<file path="config.mk">
export PLATFORM = sky130hd
export DESIGN_NAME = alu_cmd_sequencer
export DESIGN_NICKNAME = d
export VERILOG_FILES = /design/src/rtl/alu_cmd_sequencer.sv
export SDC_FILE = /design/constraint.sdc
export NUM_CORES = 1
export LEC_CHECK = 0
export CAP_MARGIN = 25
export CORE_MARGIN = 3
export CORE_UTILIZATION = 47
export CTS_CLUSTER_DIAMETER = 200
export DETAILED_ROUTE_END_ITERATION = 12
export PLACE_DENSITY_LB_ADDON = 0.25
export SYNTH_ARGS = -nofsm -noshare
export SYNTH_HDL_FRONTEND = slang
export SYNTH_SLANG_ARGS = --single-unit
export TNS_END_PERCENT = 100
</file>
<file path="constraint.sdc">
create_clock -name clk -period 1.8 [get_ports clk]
set_clock_uncertainty 0.2 [all_clocks]
set_input_delay 0.18 -clock clk [delete_from_list [all_inputs] [get_ports clk]]
set_output_delay 0.18 -clock clk [all_outputs]
set_load 0.02 [all_outputs]
</file>
<file path="src/rtl/alu_cmd_sequencer.sv">
// rtl/alu_cmd_sequencer.sv - nibble-stream command/response sequencer in front of the BCD ALU
// WIDTH must stay within 2..3 so the largest product fits the ALU's two-digit result.
module alu_cmd_sequencer #(
    parameter int WIDTH = 3
) (
    input  logic             clk,
    input  logic             reset,
    input  logic             in_valid,
    output logic             in_ready,
    input  logic [3:0]       in_nib,
    output logic             out_valid,
    input  logic             out_ready,
    output logic [3:0]       out_nib,
    output logic [WIDTH-1:0] alu_in1,
    output logic [WIDTH-1:0] alu_in2,
    output logic [1:0]       alu_op,
    input  logic [3:0]       alu_dec,
    input  logic [3:0]       alu_unis,
    input  logic             alu_zero,
    input  logic             alu_err,
    output logic             busy,
    output logic             frame_err,
    output logic [7:0]       done_cnt
);

    typedef enum logic [2:0] {
        S_IDLE,
        S_GET_A,
        S_GET_B,
        S_SETTLE,
        S_SEND_STAT,
        S_SEND_TENS,
        S_SEND_UNITS
    } state_t;

    state_t           state_q, state_d;
    logic [1:0]       op_q, op_d;
    logic [WIDTH-1:0] in1_q, in1_d;
    logic [WIDTH-1:0] in2_q, in2_d;
    logic [3:0]       status_q, status_d;
    logic [3:0]       tens_q, tens_d;
    logic [3:0]       units_q, units_d;
    logic             err_only_q, err_only_d;
    logic             frame_err_q, frame_err_d;
    logic [7:0]       done_cnt_q, done_cnt_d;

    logic in_xfer;
    logic out_xfer;
    logic operand_ok;

    assign in_ready  = (state_q == S_IDLE) || (state_q == S_GET_A) || (state_q == S_GET_B);
    assign out_valid = (state_q == S_SEND_STAT) || (state_q == S_SEND_TENS) ||
                       (state_q == S_SEND_UNITS);
    assign busy      = (state_q != S_IDLE);

    assign in_xfer    = in_valid && in_ready;
    assign out_xfer   = out_valid && out_ready;
    // Operand nibbles must not carry bits above the operand width.
    assign operand_ok = ((in_nib >> WIDTH) == 4'd0);

    always_comb begin
        out_nib = 4'd0;
        case (state_q)
            S_SEND_STAT:  out_nib = status_q;
            S_SEND_TENS:  out_nib = tens_q;
            S_SEND_UNITS: out_nib = units_q;
            default:      out_nib = 4'd0;
        endcase
    end

    always_comb begin
        state_d     = state_q;
        op_d        = op_q;
        in1_d       = in1_q;
        in2_d       = in2_q;
        status_d    = status_q;
        tens_d      = tens_q;
        units_d     = units_q;
        err_only_d  = err_only_q;
        frame_err_d = 1'b0;
        done_cnt_d  = done_cnt_q;

        case (state_q)
            S_IDLE: begin
                if (in_xfer) begin
                    if (in_nib[3:2] == 2'b00) begin
                        op_d    = in_nib[1:0];
                        state_d = S_GET_A;
                    end else begin
                        frame_err_d = 1'b1;
                        status_d    = 4'b1000;
                        err_only_d  = 1'b1;
                        state_d     = S_SEND_STAT;
                    end
                end
            end
            S_GET_A, S_GET_B: begin
                if (in_xfer) begin
                    if (operand_ok) begin
                        if (state_q == S_GET_A) begin
                            in1_d   = in_nib[WIDTH-1:0];
                            state_d = S_GET_B;
                        end else begin
                            in2_d   = in_nib[WIDTH-1:0];
                            state_d = S_SETTLE;
                        end
                    end else begin
                        frame_err_d = 1'b1;
                        status_d    = 4'b1000;
                        err_only_d  = 1'b1;
                        state_d     = S_SEND_STAT;
                    end
                end
            end
            S_SETTLE: begin
                status_d   = {2'b00, alu_zero, alu_err};
                tens_d     = alu_dec;
                units_d    = alu_unis;
                err_only_d = 1'b0;
                state_d    = S_SEND_STAT;
            end
            S_SEND_STAT: begin
                if (out_xfer) begin
                    if (err_only_q) begin
                        done_cnt_d = done_cnt_q + 8'd1;
                        state_d    = S_IDLE;
                    end else begin
                        state_d = S_SEND_TENS;
                    end
                end
            end
            S_SEND_TENS: begin
                if (out_xfer) state_d = S_SEND_UNITS;
            end
            S_SEND_UNITS: begin
                if (out_xfer) begin
                    done_cnt_d = done_cnt_q + 8'd1;
                    state_d    = S_IDLE;
                end
            end
            default: state_d = S_IDLE;
        endcase
    end

    always_ff @(posedge clk or posedge reset) begin
        if (reset) begin
            state_q     <= S_IDLE;
            op_q        <= 2'd0;
            in1_q       <= '0;
            in2_q       <= '0;
            status_q    <= 4'd0;
            tens_q      <= 4'd0;
            units_q     <= 4'd0;
            err_only_q  <= 1'b0;
            frame_err_q <= 1'b0;
            done_cnt_q  <= 8'd0;
        end else begin
            state_q     <= state_d;
            op_q        <= op_d;
            in1_q       <= in1_d;
            in2_q       <= in2_d;
            status_q    <= status_d;
            tens_q      <= tens_d;
            units_q     <= units_d;
            err_only_q  <= err_only_d;
            frame_err_q <= frame_err_d;
            done_cnt_q  <= done_cnt_d;
        end
    end

    assign alu_op    = op_q;
    assign alu_in1   = in1_q;
    assign alu_in2   = in2_q;
    assign frame_err = frame_err_q;
    assign done_cnt  = done_cnt_q;

endmodule

</file>
==> impl_metrics.env <==
export IMPL_mostFrequentLayoutCells="29 x clkdlybuf4s50_1, 28 x dfrtp_1, 19 x buf_4, 17 x mux2_2, 8 x xor2_1"
export IMPL_rows=20
export IMPL_leakage_nw=1.10
export IMPL_gp_congestion=0.910
export IMPL_ys_seq_elements=31
export IMPL_synth_distinct_cells=36
export IMPL_r2r_slack_ps=50
export IMPL_wl_met1_um=1550
export IMPL_hold_viol_final=0
export IMPL_start_util_pct=49.8
export IMPL_antenna_found_initial=0
export IMPL_wl_met2_um=1710
export IMPL_io_buffers=41
export IMPL_grt_start_max_net_pins=32
export IMPL_relSlewSlack_pct=69.5
export IMPL_syn_area_per_cell_um2=11.5
export IMPL_insertion_delay_ps=340
export IMPL_root_buffer="clkbuf_4"
export IMPL_clockBufferDepth=2
export IMPL_rsz0062_at_grt="true"
export IMPL_ioPinCount=42
export IMPL_synthesis_nets=153
export IMPL_post_drt_wl_per_cell_um=14.8
export IMPL_worstMarginPinSlew_ps=455
export IMPL_r2r_end="done_cnt[1]"
export IMPL_crit_path_start_kind="flip-flop"
export IMPL_final_common_cell="clkdlybuf4s50_1"
export IMPL_hpwlAfterDp_um=2520
export IMPL_htree_levels=2
export IMPL_multi_input_area_um2=758
export IMPL_period_needed_ps=1840
export IMPL_synth_area_leaders="dfrtp_1 50%, mux2_2 12%, xor2_1 4.5%, mux2i_1 2.6%, nand2_1 2.4%"
export IMPL_viasPerCell=5.19
export IMPL_first_pass_iters=4
export IMPL_required_ps=1420
export IMPL_reg2reg_depth=5
export IMPL_critical_path_max_fanout=6
export IMPL_ant_nets=0
export IMPL_critPathMaxStageDelay_ps=460
export IMPL_synthesis_instances=134
export IMPL_cts_made_buffers=5
export IMPL_yosysSeqAreaShare_pct=50.2
export IMPL_final_cell_area_um2=2260
export IMPL_worstSetupEndpointType="output pin"
export IMPL_seq_area_um2=779
export IMPL_drv_cap=0
export IMPL_synth_top_cell_by_area="dfrtp_1"
export IMPL_antenna_cells=0
export IMPL_hp_class="in2async"
export IMPL_core_area_um2=3100
export IMPL_status="complete, but fails checks"
export IMPL_worstSetupPathType="reg2out"
export IMPL_final_net_count=215
export IMPL_crit_chain="and2b_2 > o2bb2ai_1 > and2_1 > buf_6"
export IMPL_drv_slew=0
export IMPL_cts_num_sinks=31
export IMPL_num_vias=1251
export IMPL_overflow=0
export IMPL_cts_tree="yes"
export IMPL_violations="setup timing"
export IMPL_drive_above_1_share_pct=34.5
export IMPL_crit_arrival_ps=1460
export IMPL_grt_pass1_wl_um=6110
export IMPL_utilization_pct=72.8
export IMPL_grt_usage_pct=19.6
export IMPL_synth_top_area_share_pct=50.2
export IMPL_die_x_um=63.3
export IMPL_powerDensity_nw_per_um2=1530
export IMPL_top_layer_used="met4"
export IMPL_path_clk_slew_ps=100
export IMPL_place_area_um2=2100
export IMPL_worst_slack_ps=-35.0
export IMPL_routed_wl_um=3560
export IMPL_whs_ps=17.9
export IMPL_syn_to_final_growth_pct=46.4
export IMPL_synth_area_um2=1540
export IMPL_grt_pass1_vias=1286
export IMPL_fp_dieH_um=63.3
export IMPL_final_setup_viol_count=4
export IMPL_fillers=244
export IMPL_tns_ps=-76.5
export IMPL_worstReg2RegStart="state_q[0]"
export IMPL_dieArea_um2=4010
export IMPL_timing_fmax_ghz=0.545
export IMPL_drc_errors=0
export IMPL_synth_warnings=0
export IMPL_met3_wirelength_um=267
export IMPL_ir_drop_mv=0.980
export IMPL_finalCritPeriodShare_pct=102
export IMPL_cts_hold_buf=0
export IMPL_critPathSlowestCell="dfrtp_2"
export IMPL_drt_iter0_drc=53
==> cells by family (layout without fill, tap and decap cells) <==
logic type               after synthesis  in the layout  synth area share [%]
AO/OA/AOI/OAI                         22             22                  9.89
flip-flops                            31             31                  50.2
adder cells (fa/ha/maj)                1              1                 0.810
XOR/XNOR                               8              8                  4.54
AND/OR/NAND/NOR                       42             42                  16.4
multiplexers                          21             21                  15.0
buffers and inverters                  9             72                  3.08
==> where the power goes <==
group	total (W)	internal, W	switching (W)	leakage, nW
registers	0.00117	0.000958	0.000214	0.397
clock network	0.000572	0.000328	0.000244	0.0482
logic	0.00171	0.000900	0.000806	0.655
==> how the worst max path moves through the flow <==
stage / from / endpoint / slack (ps)
2_1_floorplan: state_q[0] / out_nib[0] / 20
3_3_place_gp: state_q[1] / out_nib[0] / -180
3_5_place_dp: state_q[1] / out_nib[3] / -210
4_1_cts: state_q[1] / out_nib[1] / -50
5_1_grt: state_q[1] / out_nib[1] / -100
6_report: state_q[1] / out_nib[1] / -40
==> flip-flops by register name, indices dropped and copies added (netlist names) <==
name / flops
frame_err: 1
tens_q: 4
alu_op: 2
alu_in2: 3
status_q: 3
alu_in1: 3
state_q: 3
done_cnt: 8
units_q: 4
==> critical path: cells and delay by family (launching register included) <==
kind,cells,cell delay (ps)
compound gates,1,110
buf+inv,1,120
flops,1,460
simple gates,2,420
==> layout make-up <==
cell class	count	area share, %
clock buffers	6	2.27
clock inverters	2	1.55
inverters	3	0.498
multi-input cells	94	33.6
flip-flops and latches	31	34.5
well taps	44	2.44
repair buffers	61	25.2
==> per-layer routing <==
metal	vias up	global-route usage, %
li1	599	-
met1	595	25.3
met2	52	29.8
met3	5	7.31
met4	0	7.82
met5	-	0
==> cell usage after synthesis (all sizes together) <==
| cell type | number |
|---|---|
| a21boi | 2 |
| a21oi | 5 |
| a22o | 2 |
| a22oi | 1 |
| a2bb2oi | 1 |
| a31o | 1 |
| a31oi | 1 |
| and2 | 2 |
| and2b | 1 |
| buf | 4 |
| clkbuf | 2 |
| dfrtp | 31 |
| ha | 1 |
| inv | 3 |
| mux2 | 17 |
| mux2i | 4 |
| nand2 | 10 |
| nand2b | 2 |
| nand3 | 3 |
| nand3b | 1 |
| nand4bb | 1 |
| nor2 | 6 |
| nor2b | 4 |
| nor3 | 5 |
| nor3b | 3 |
| nor4 | 1 |
| o211ai | 1 |
| o21ai | 3 |
| o21bai | 2 |
| o2bb2ai | 3 |
| or2 | 2 |
| or3 | 1 |
| xor2 | 8 |
==> what timing repair did <==
item	in CTS	in global routing
setup endpoints to repair	9	20
setup buffers	2	1
endpoints found under the hold margin	0	0
gates resized for setup	49	13
pin swaps	2	3
==> through the flow <==
stage / std cells / total power, W / worst slack, ps
2_1_floorplan: 134 / 0.00208 / 16.8
3_3_place_gp: 230 / 0.00275 / -183
3_5_place_dp: 230 / 0.00279 / -207
4_1_cts: 240 / 0.00343 / -49.9
5_1_grt: 241 / 0.00367 / -101
6_report: 241 / 0.00345 / -35.0
(Power assumes the default switching activity.)
